**src/rtl/mul_div_unit_pkg.sv**
```systemverilog
// Shared encodings for the iterative multiply/divide unit: operation codes,
// FSM states and a small op-decode helper.
package mul_div_unit_pkg;

    localparam int MULDIV_OP_WIDTH = 3;

    localparam logic [MULDIV_OP_WIDTH-1:0] MULDIV_OP_MULT  = 3'd0;
    localparam logic [MULDIV_OP_WIDTH-1:0] MULDIV_OP_MULTU = 3'd1;
    localparam logic [MULDIV_OP_WIDTH-1:0] MULDIV_OP_DIV   = 3'd2;
    localparam logic [MULDIV_OP_WIDTH-1:0] MULDIV_OP_DIVU  = 3'd3;
    localparam logic [MULDIV_OP_WIDTH-1:0] MULDIV_OP_MTHI  = 3'd4;
    localparam logic [MULDIV_OP_WIDTH-1:0] MULDIV_OP_MTLO  = 3'd5;

    typedef enum logic [1:0] {
        MDS_IDLE = 2'd0,
        MDS_RUN  = 2'd1,
        MDS_FIX  = 2'd2
    } mds_state_e;

    function automatic logic is_div_op(input logic [MULDIV_OP_WIDTH-1:0] op);
        return (op == MULDIV_OP_DIV) || (op == MULDIV_OP_DIVU);
    endfunction

endpackage

```
**src/rtl/muldiv_step.sv**
```systemverilog
// One combinational iteration: radix-2 shift-add multiply on {acc, sreg}
// or one restoring-division step (remainder in acc, quotient shifted into sreg).
module muldiv_step #(
    parameter int WIDTH = 32
) (
    input  logic             mode_div,
    input  logic [WIDTH-1:0] acc,
    input  logic [WIDTH-1:0] sreg,
    input  logic [WIDTH-1:0] operand,
    output logic [WIDTH-1:0] acc_next,
    output logic [WIDTH-1:0] sreg_next
);

    logic [WIDTH:0] sum;
    logic [WIDTH:0] shifted;
    logic [WIDTH:0] diff;

    // The remainder stays below the divisor, so diff's top bit is a clean borrow flag.
    always_comb begin
        sum     = {1'b0, acc} + (sreg[0] ? {1'b0, operand} : {(WIDTH+1){1'b0}});
        shifted = {acc, sreg[WIDTH-1]};
        diff    = shifted - {1'b0, operand};
        if (mode_div) begin
            if (!diff[WIDTH]) begin
                acc_next  = diff[WIDTH-1:0];
                sreg_next = {sreg[WIDTH-2:0], 1'b1};
            end else begin
                acc_next  = shifted[WIDTH-1:0];
                sreg_next = {sreg[WIDTH-2:0], 1'b0};
            end
        end else begin
            {acc_next, sreg_next} = {sum, sreg[WIDTH-1:1]};
        end
    end

endmodule

```
**src/rtl/mul_div_unit.sv**
```systemverilog
// Iterative multiply/divide unit with private HI/LO registers.
// Define MULDIV_SIGNED_EN for signed MULT/DIV; otherwise they act as MULTU/DIVU.
module mul_div_unit
    import mul_div_unit_pkg::*;
#(
    parameter int WIDTH = 32
) (
    input  logic                       clk,
    input  logic                       rst_n,
    input  logic                       flush,
    input  logic                       start_valid,
    output logic                       start_ready,
    input  logic [MULDIV_OP_WIDTH-1:0] op,
    input  logic [WIDTH-1:0]           a,
    input  logic [WIDTH-1:0]           b,
    output logic                       busy,
    output logic                       done,
    output logic                       div_by_zero,
    output logic [WIDTH-1:0]           hi,
    output logic [WIDTH-1:0]           lo
);

    localparam int CNT_W = $clog2(WIDTH);
    localparam logic [CNT_W-1:0] LAST = CNT_W'(WIDTH - 1);

    mds_state_e       state;
    logic [CNT_W-1:0] cnt;
    logic [WIDTH-1:0] acc;
    logic [WIDTH-1:0] sreg;
    logic [WIDTH-1:0] operand;
    logic             is_div;
    logic             dbz;
    logic [WIDTH-1:0] acc_nxt;
    logic [WIDTH-1:0] sreg_nxt;
    logic [WIDTH-1:0] res_hi;
    logic [WIDTH-1:0] res_lo;
    logic             accept;
    logic             op_div;
    logic [WIDTH-1:0] mag_a;
    logic [WIDTH-1:0] mag_b;

    assign start_ready = (state == MDS_IDLE);
    assign busy        = (state == MDS_RUN) || (state == MDS_FIX);
    assign accept      = start_valid && start_ready && !flush;
    assign op_div      = is_div_op(op);

`ifdef MULDIV_SIGNED_EN
    logic op_signed;
    logic sign_a;
    logic sign_b;
    logic neg_res;
    logic neg_rem;

    assign op_signed = (op == MULDIV_OP_MULT) || (op == MULDIV_OP_DIV);
    assign sign_a    = op_signed && a[WIDTH-1];
    assign sign_b    = op_signed && b[WIDTH-1];
    assign mag_a     = sign_a ? -a : a;
    assign mag_b     = sign_b ? -b : b;
`else
    assign mag_a = a;
    assign mag_b = b;
`endif

    muldiv_step #(
        .WIDTH(WIDTH)
    ) u_step (
        .mode_div (is_div),
        .acc      (acc),
        .sreg     (sreg),
        .operand  (operand),
        .acc_next (acc_nxt),
        .sreg_next(sreg_nxt)
    );

    // Both operations leave the high half / remainder in acc and the low half / quotient in sreg.
    always_comb begin
        res_hi = acc;
        res_lo = sreg;
`ifdef MULDIV_SIGNED_EN
        if (is_div) begin
            if (neg_res) res_lo = -sreg;
            if (neg_rem) res_hi = -acc;
        end else if (neg_res) begin
            {res_hi, res_lo} = -{acc, sreg};
        end
`endif
        if (dbz) begin
            res_hi = sreg;
            res_lo = '1;
        end
    end

    always_ff @(posedge clk or negedge rst_n) begin
        if (!rst_n) begin
            state       <= MDS_IDLE;
            cnt         <= '0;
            acc         <= '0;
            sreg        <= '0;
            operand     <= '0;
            is_div      <= 1'b0;
            dbz         <= 1'b0;
            done        <= 1'b0;
            div_by_zero <= 1'b0;
            hi          <= '0;
            lo          <= '0;
`ifdef MULDIV_SIGNED_EN
            neg_res     <= 1'b0;
            neg_rem     <= 1'b0;
`endif
        end else begin
            done        <= 1'b0;
            div_by_zero <= 1'b0;
            case (state)
                MDS_IDLE: begin
                    if (accept) begin
                        case (op)
                            MULDIV_OP_MTHI: hi <= a;
                            MULDIV_OP_MTLO: lo <= a;
                            MULDIV_OP_MULT, MULDIV_OP_MULTU,
                            MULDIV_OP_DIV,  MULDIV_OP_DIVU: begin
                                is_div  <= op_div;
                                acc     <= '0;
                                cnt     <= '0;
                                operand <= mag_b;
`ifdef MULDIV_SIGNED_EN
                                neg_res <= sign_a ^ sign_b;
                                neg_rem <= sign_a;
`endif
                                // Divide by zero skips RUN; raw a is parked in sreg for HI.
                                if (op_div && (b == '0)) begin
                                    dbz   <= 1'b1;
                                    sreg  <= a;
                                    state <= MDS_FIX;
                                end else begin
                                    dbz   <= 1'b0;
                                    sreg  <= mag_a;
                                    state <= MDS_RUN;
                                end
                            end
                            default: ;
                        endcase
                    end
                end
                MDS_RUN: begin
                    if (flush) begin
                        state <= MDS_IDLE;
                    end else begin
                        acc  <= acc_nxt;
                        sreg <= sreg_nxt;
                        cnt  <= cnt + 1'b1;
                        if (cnt == LAST) state <= MDS_FIX;
                    end
                end
                MDS_FIX: begin
                    state <= MDS_IDLE;
                    if (!flush) begin
                        hi          <= res_hi;
                        lo          <= res_lo;
                        done        <= 1'b1;
                        div_by_zero <= dbz;
                    end
                end
                default: state <= MDS_IDLE;
            endcase
        end
    end

endmodule

```
**config.mk**
```make
export PLATFORM = sky130hd
export DESIGN_NAME = mul_div_unit
export DESIGN_NICKNAME = d
export VERILOG_FILES = /design/src/rtl/mul_div_unit_pkg.sv /design/src/rtl/muldiv_step.sv /design/src/rtl/mul_div_unit.sv
export SDC_FILE = /design/constraint.sdc
export NUM_CORES = 1
export LEC_CHECK = 0
export ABC_AREA = 1
export CORE_MARGIN = 3
export CORE_UTILIZATION = 35
export CTS_CLUSTER_SIZE = 28
export DETAILED_ROUTE_END_ITERATION = 10
export PLACE_DENSITY_LB_ADDON = 0.12
export SYNTH_ARGS = -nofsm -noshare
export SYNTH_HDL_FRONTEND = slang
export SYNTH_SLANG_ARGS = --single-unit
```
**constraint.sdc**
```tcl
create_clock -name clk -period 7.2 [get_ports clk]
set_input_delay 1.08 -clock clk [delete_from_list [all_inputs] [get_ports clk]]
set_output_delay 1.08 -clock clk [all_outputs]
set_load 0.01 [all_outputs]
```
==> flow_summary.json, run 1 <==
{
  "timing.fmax_mhz": 267.0,
  "critPathCaptureType": "flop",
  "dp_hpwl_um": 38810,
  "met1_usage_pct": 33.32,
  "path_max_fanout": 101,
  "ys_seq_area_share_pct": 31.43,
  "leakage_uw": 0.008335,
  "hold_path.class": "flop to flop",
  "synth-main-ff-cell": "dfrtp_1",
  "netlist.area_leader.share_pct": 31.43,
  "ir_drop_mv": 0.1811,
  "antennaDiodeCount": 0,
  "ys_ff_latch": 171,
  "syn_area_um2": 13610,
  "syn_nets": 2296,
  "track_usage_pct": 24.03,
  "dr.pass1.iters": 5,
  "layout-drive-gt1-share_pct": 3.641,
  "drt_iter0_drc": 924,
  "cts-root-buf": "clkbuf_16",
  "gp_congestion": 0.9642,
  "core_area_um2": 38020,
  "status": "finished, final reports clean",
  "multiInputGateArea_um2": 7712,
  "finish.utilization_pct": 41.96,
  "crit_path_max_incr_delay_ns": 0.83,
  "wl_um": 49730,
  "grt_max_degree": 102,
  "grt.busiest_layer": "met2",
  "p_per_area_nw_per_um2": 438.9,
  "grt_use_met3_pct": 2.602,
  "die_width_um": 203.2,
  "antenna_found_initial": 0,
  "ant_nets": 0,
  "cts_inserted_buffers": 17,
  "syn_area_per_cell_um2": 6.320,
  "finalHoldViolations": 0,
  "cp-start-kind": "primary input",
  "drv_cap": 0,
  "drc": 0,
  "crit_chain": "clkdlybuf4s50_1 -> inv_1 -> nand2_2 -> nor2_1 -> nor2_4 -> buf_4 -> clkinv_1 -> o211ai_1 -> o21ai_1",
  "final-setup-viol-count": 0,
  "ys_top_cells_by_count": "nand2_1, inv_1, a21oi_1",
  "synthDistinctLibCells": 43,
  "clock_path_buffers": 2,
  "fp-row-count": 71,
  "nFillCells": 4142,
  "path_class": "primary input to flop",
  "period_share_pct": 52.02,
  "synth_edf_count": 0,
  "clock_skew_ns": 0.01220,
  "vias": 14088,
  "cts.sinks": 171,
  "grt_overflow": 0,
  "hold_buffers": 0,
  "cts_tree": "done",
  "rsz0062_at_grt": "no",
  "cp.arrival_ns": 4.08,
  "viasPerCell": 5.099,
  "holdWs_ns": 0.4961,
  "grt_pass1_wl_um": 77910,
  "grt_pass1_vias": 13572,
  "fin_cells": 2763,
  "clk_pin_slew_ns": 0.08,
  "synth_area_leaders": "dfrtp_1, nand2_1, a21oi_1",
  "slowest_stage": "buf_4",
  "insertion_delay_ns": 0.45,
  "yosysMostFrequentCell": "nand2_1",
  "io_buffers": 138,
  "fp.dieArea_um2": 41300,
  "io_pins": 139,
  "nets": 2381,
  "slew-limit-headroom_pct": 24.31,
  "htreeDepth": 4,
  "fin_crit_ns": 3.746,
  "async_flop_share_pct": 100.0,
  "slew_violations": 0,
  "placed_cells": 2731,
  "post-cts-setup-buffers": 0,
  "yosysWarnings": 0,
  "cts.repair.resized": 0,
  "synth_top_area_cell": "dfrtp_1",
  "die_y_um": 203.2,
  "regArea_um2": 4280,
  "max_slew.worst_pin.slew_ns": 1.134,
  "wl_per_cell_um": 18.00,
  "synth_cells": 2154,
  "met2_usage_pct": 39.93,
  "area_growth_pct": 17.20,
  "tns_ns": 0,
  "initial_utilization_pct": 35.81,
  "required_ns": 7.54
}
[final timing paths]
check,from,endpoint,slack (ns),depth (start not counted)
max in group asynchronous,rst_n,lo[28]$_DFFE_PN0P_,5.35,2
min in group asynchronous,rst_n,hi[5]$_DFFE_PN0P_,0.62,1
hold reg to reg,cnt[2]$_DFFE_PN0P_,cnt[2]$_DFFE_PN0P_,0.50,1
setup reg to reg,state[1]$_DFFE_PN0P_,sreg[0]$_DFFE_PN0P_,3.66,11
setup / recovery,op[2],sreg[0]$_DFFE_PN0P_,3.45,9
hold / removal,cnt[2]$_DFFE_PN0P_,cnt[2]$_DFFE_PN0P_,0.50,1
[critical path, delay by kind of cell]
kind / cells / cell delay [ns]
simple gates: 3 / 0.94
buf+inv: 4 / 1.78
compound gates: 2 / 0.26
[per-layer routing]
metal / up-vias / share of wire [%] / wire length [um]
met5: - / 0 / 0
met4: 0 / 2.1 / 1030
li1: 7070 / - / -
met2: 341 / 46 / 23060
met3: 48 / 4.7 / 2329
met1: 6629 / 47 / 23310
[metrics by stage]
| stage | worst slack [ns] | cell area, um^2 | power [uW] |
|---|---|---|---|
| finish | 3.454 | 15960 | 7002 |
| global route | 3.286 | 15960 | 7618 |
| CTS | 3.479 | 15960 | 7021 |
| detailed placement | 3.005 | 15380 | 6055 |
| global placement | 3.069 | 15380 | 6021 |
| floorplan | 4.852 | 13610 | 4518 |
[cells in the final DEF, fill, tap and decap left out, types with 4 or more instances in the layout]
cell type / netlist / final
nand2_2: 9 / 9
inv_1: 331 / 331
nor3_1: 17 / 17
nor4_1: 10 / 10
xnor2_1: 10 / 10
nand4_1: 16 / 16
clkdlybuf4s50_1: 0 / 137
o21bai_1: 8 / 8
buf_4: 1 / 13
nand3b_1: 10 / 10
xor2_1: 7 / 7
o21ai_1: 9 / 9
o221ai_1: 30 / 30
o21ai_0: 107 / 107
dfrtp_1: 171 / 170
ha_1: 69 / 68
a21oi_1: 257 / 257
inv_2: 3 / 4
clkbuf_16: 0 / 17
nor2_1: 237 / 236
nand3_1: 117 / 117
nand2_1: 608 / 608
or2_2: 6 / 6
[final cells by class]
type | count | share of cell area, %
Clock inverter | 11 | 0.6744
Clock buffer | 21 | 2.949
Timing Repair Buffer | 151 | 9.277
Sequential cell | 171 | 26.83
Inverter | 337 | 7.928
Tap cell | 511 | 4.007
Multi-Input combinational cell | 1561 | 48.34
[where the power goes]
part / total (uW) / internal, uW / switching (uW)
clock: 946 / 510 / 436
combinational: 4260 / 1550 / 2710
sequential: 1800 / 1390 / 409
total: 7000 / 3440 / 3560
[state kept, by name, indices dropped and copies added, names as in the netlist, 2 cells and up]
signal   flops
lo          32
cnt          5
acc         32
operand     32
sreg        32
state        2
hi          32
[kinds of logic after synthesis]
kind of cell / Yosys count / synth area share (%)
compound gates: 429 / 17.19
xor+xnor: 17 / 1.094
fa+ha+maj: 71 / 6.635
buf+inv: 422 / 12.10
flops: 171 / 31.43
mux: 1 / 0.08271
simple gates: 1043 / 31.47
No activity file was read; power rests on OpenSTA's default activity.
==> run 2, diff against run 1 <==
==> constraint.sdc (replaced) <==
create_clock -name clk -period 3.1 [get_ports clk]
set_input_delay 0.465 -clock clk [delete_from_list [all_inputs] [get_ports clk]]
set_output_delay 0.465 -clock clk [all_outputs]
set_load 0.01 [all_outputs]
==> run 2 against run 1 <==
The flow now finishes with violations (negative hold slack). Worst setup slack worse by 3.2 ns. Routed wire length up 4.7%. Sequential share of layout area down 0.64 points. Flip-flop and latch count unchanged. Die area unchanged. First-iteration DRC count up 21%. Clock power rose to 2.5 times the previous value. Critical endpoint is now acc[18]$_DFFE_PN0P_.
==> flow_summary.json, run 2 (synthesis gave the netlist of run 1 again) <==
{
  "reg2reg_from": "sreg[31]$_DFFE_PN0P_",
  "layout-drive-gt1-share_pct": 5.330,
  "grt_pass1_vias": 13749,
  "core_area_um2": 38020,
  "r2r_end": "acc[18]$_DFFE_PN0P_",
  "cts_tree": "done",
  "combPwrFrac_pct": 61.1,
  "gp_congestion": 0.9393,
  "rrSetupSlack_ns": 0.24,
  "die_width_um": 203.2,
  "ant_nets": 0,
  "drv_cap": 0,
  "hold_path.class": "primary input to asynchronous set/reset pin",
  "placed_cells": 2767,
  "antennaDiodeCount": 0,
  "leakage_uw": 0.008553,
  "final-setup-viol-count": 0,
  "vias": 14351,
  "cts-root-buf": "clkbuf_16",
  "finalHoldViolations": 19,
  "path_class": "flop to flop",
  "die_y_um": 203.2,
  "fin_crit_ns": 2.862,
  "p_int_uw": 8386,
  "cp-start-kind": "flop",
  "dp_hpwl_um": 41420,
  "viasPerCell": 5.125,
  "io_buffers": 138,
  "path_max_fanout": 15,
  "reg2reg_depth": 18,
  "fin_cells": 2800,
  "io_pins": 139,
  "cts.sinks": 171,
  "slew_violations": 0,
  "hold_buffers": 0,
  "slew-limit-headroom_pct": 23.26,
  "cts_inserted_buffers": 17,
  "p_per_area_nw_per_um2": 1037,
  "insertion_delay_ns": 0.46,
  "swShare_pct": 50.53,
  "fp.dieArea_um2": 41300,
  "fp-row-count": 71,
  "final_common_cell": "nand2_1",
  "clock_skew_ns": 0.01034,
  "period_share_pct": 92.31,
  "grt_pass1_wl_um": 80360,
  "violations": "negative hold slack",
  "grt_max_degree": 97,
  "nFillCells": 4193,
  "drt_iter0_drc": 1115,
  "p_clk_share_pct": 14.2,
  "grt_overflow": 0,
  "antenna_found_initial": 0,
  "final_cell_mix": "nand2_1, inv_1, a21oi_1, nor2_1, dfrtp_1",
  "max_slew.worst_pin.slew_ns": 1.150,
  "area_growth_pct": 20.10,
  "timing.fmax_mhz": 349.4,
  "required_ns": 3.50,
  "critPathCaptureType": "flop",
  "rsz0062_at_grt": "no",
  "dr.pass1.iters": 5,
  "cp.arrival_ns": 3.26,
  "tns_ns": 0,
  "wl_per_cell_um": 18.60,
  "clk_pin_slew_ns": 0.07,
  "clock_path_buffers": 2,
  "status": "finished with violations",
  "ir_drop_mv": 0.4969,
  "htreeDepth": 4,
  "nets": 2418,
  "pwr-share-seq_pct": 24.7,
  "track_usage_pct": 25.10,
  "holdWs_ns": -0.02004,
  "finish.utilization_pct": 43.00,
  "p_sw_uw": 8566,
  "initial_utilization_pct": 35.81,
  "drc": 0,
  "wl_um": 52090
}
run 2: worst max-delay path by stage:
stage,from,to,slack [ns],cells past startpoint
after floorplan,sreg[0]$_DFFE_PN0P_,acc[22]$_DFFE_PN0P_,0.75,18
after global placement,b[17],state[0]$_DFFE_PN0P_,-0.41,7
after CTS,sreg[31]$_DFFE_PN0P_,acc[18]$_DFFE_PN0P_,0.06,17
after detailed placement,b[17],state[0]$_DFFE_PN0P_,-0.37,7
final,sreg[31]$_DFFE_PN0P_,acc[18]$_DFFE_PN0P_,0.24,18
after global routing,sreg[0]$_DFFE_PN0P_,acc[28]$_DFFE_PN0P_,0.04,17
run 2: through the flow:
| step | power [uW] | hold slack (ns) | area (um^2) | worst slack [ns] |
|---|---|---|---|---|
| CTS | 16960 | 0.002372 | 16330 | 0.06191 |
| finish | 16950 | -0.02004 | 16350 | 0.2383 |
| global route | 18380 | 0.01976 | 16350 | 0.03561 |
| detailed placement | 14500 | 0.4862 | 15690 | -0.3733 |
| global placement | 14440 | 0.4870 | 15690 | -0.4128 |
| floorplan | 10490 | 0.1694 | 13610 | 0.7523 |
run 2: metal layers:
layer	part of all wire, %	vias up	wire length [um]	GRT usage, %
met4	4.1	0	2122	10.40
met3	4.9	93	2532	3.160
met5	0	-	0	0
li1	-	7124	-	-
met2	46	409	24040	41.30
met1	45	6725	23390	33.48
run 2: worst max-delay path, stage by stage, from the launching register on:
cell and delay, ns:
dfrtp_2 0.43, inv_1 0.09, ha_1 0.25, fa_1 0.40
inv_1 0.08, nand2_1 0.06, nand2_1 0.10, nand3_1 0.09
nand2_2 0.13, nand2_1 0.08, nand2_2 0.10, nand2_2 0.11
nand2_4 0.09, nand2_4 0.11, nand2_8 0.19, nand3_2 0.15
nand3_1 0.17, nand2_1 0.08, nand2_1 0.06
run 2: area by class of cell:
class | instances | area, um^2 | area share, %
Multi-Input combinational cell | 1562 | 7745 | 47.37
Clock buffer | 19 | 452.9 | 2.770
Timing Repair Buffer | 187 | 1788 | 10.94
Sequential cell | 171 | 4282 | 26.19
Clock inverter | 13 | 178.9 | 1.094
Inverter | 337 | 1265 | 7.736
Tap cell | 511 | 639.4 | 3.910
run 2: power groups by stage:
stage / combinational (uW) / clock (uW) / sequential (uW)
6_report: 10400 / 2400 / 4190
3_5_place_dp: 10300 / 0 / 4230
3_3_place_gp: 10200 / 0 / 4230
2_1_floorplan: 6470 / 0 / 4030
4_1_cts: 10300 / 2450 / 4190
5_1_grt: 11600 / 2530 / 4300
run 2: what timing repair did:
item / 4_1_cts / 5_1_grt
cloned: 0 / 1
setup endpoints to repair: 1 / 10
setup buffers: 0 / 0
gates resized for setup: 1 / 3
pin swaps: 0 / 1
==> run 3, diff against run 2 <==
--- a/config.mk
+++ b/config.mk
@@ -8,6 +8,8 @@
 export ABC_AREA = 1
 export CORE_MARGIN = 3
 export CORE_UTILIZATION = 35
+export CTS_BUF_LIST = sky130_fd_sc_hd__clkbuf_4 sky130_fd_sc_hd__clkbuf_8 sky130_fd_sc_hd__clkbuf_16
+export CTS_CLUSTER_DIAMETER = 60
 export CTS_CLUSTER_SIZE = 28
 export DETAILED_ROUTE_END_ITERATION = 10
 export PLACE_DENSITY_LB_ADDON = 0.12
==> results of run 3 <==
Same layout as run 2: the final DEF is identical, and so are final timing and power.
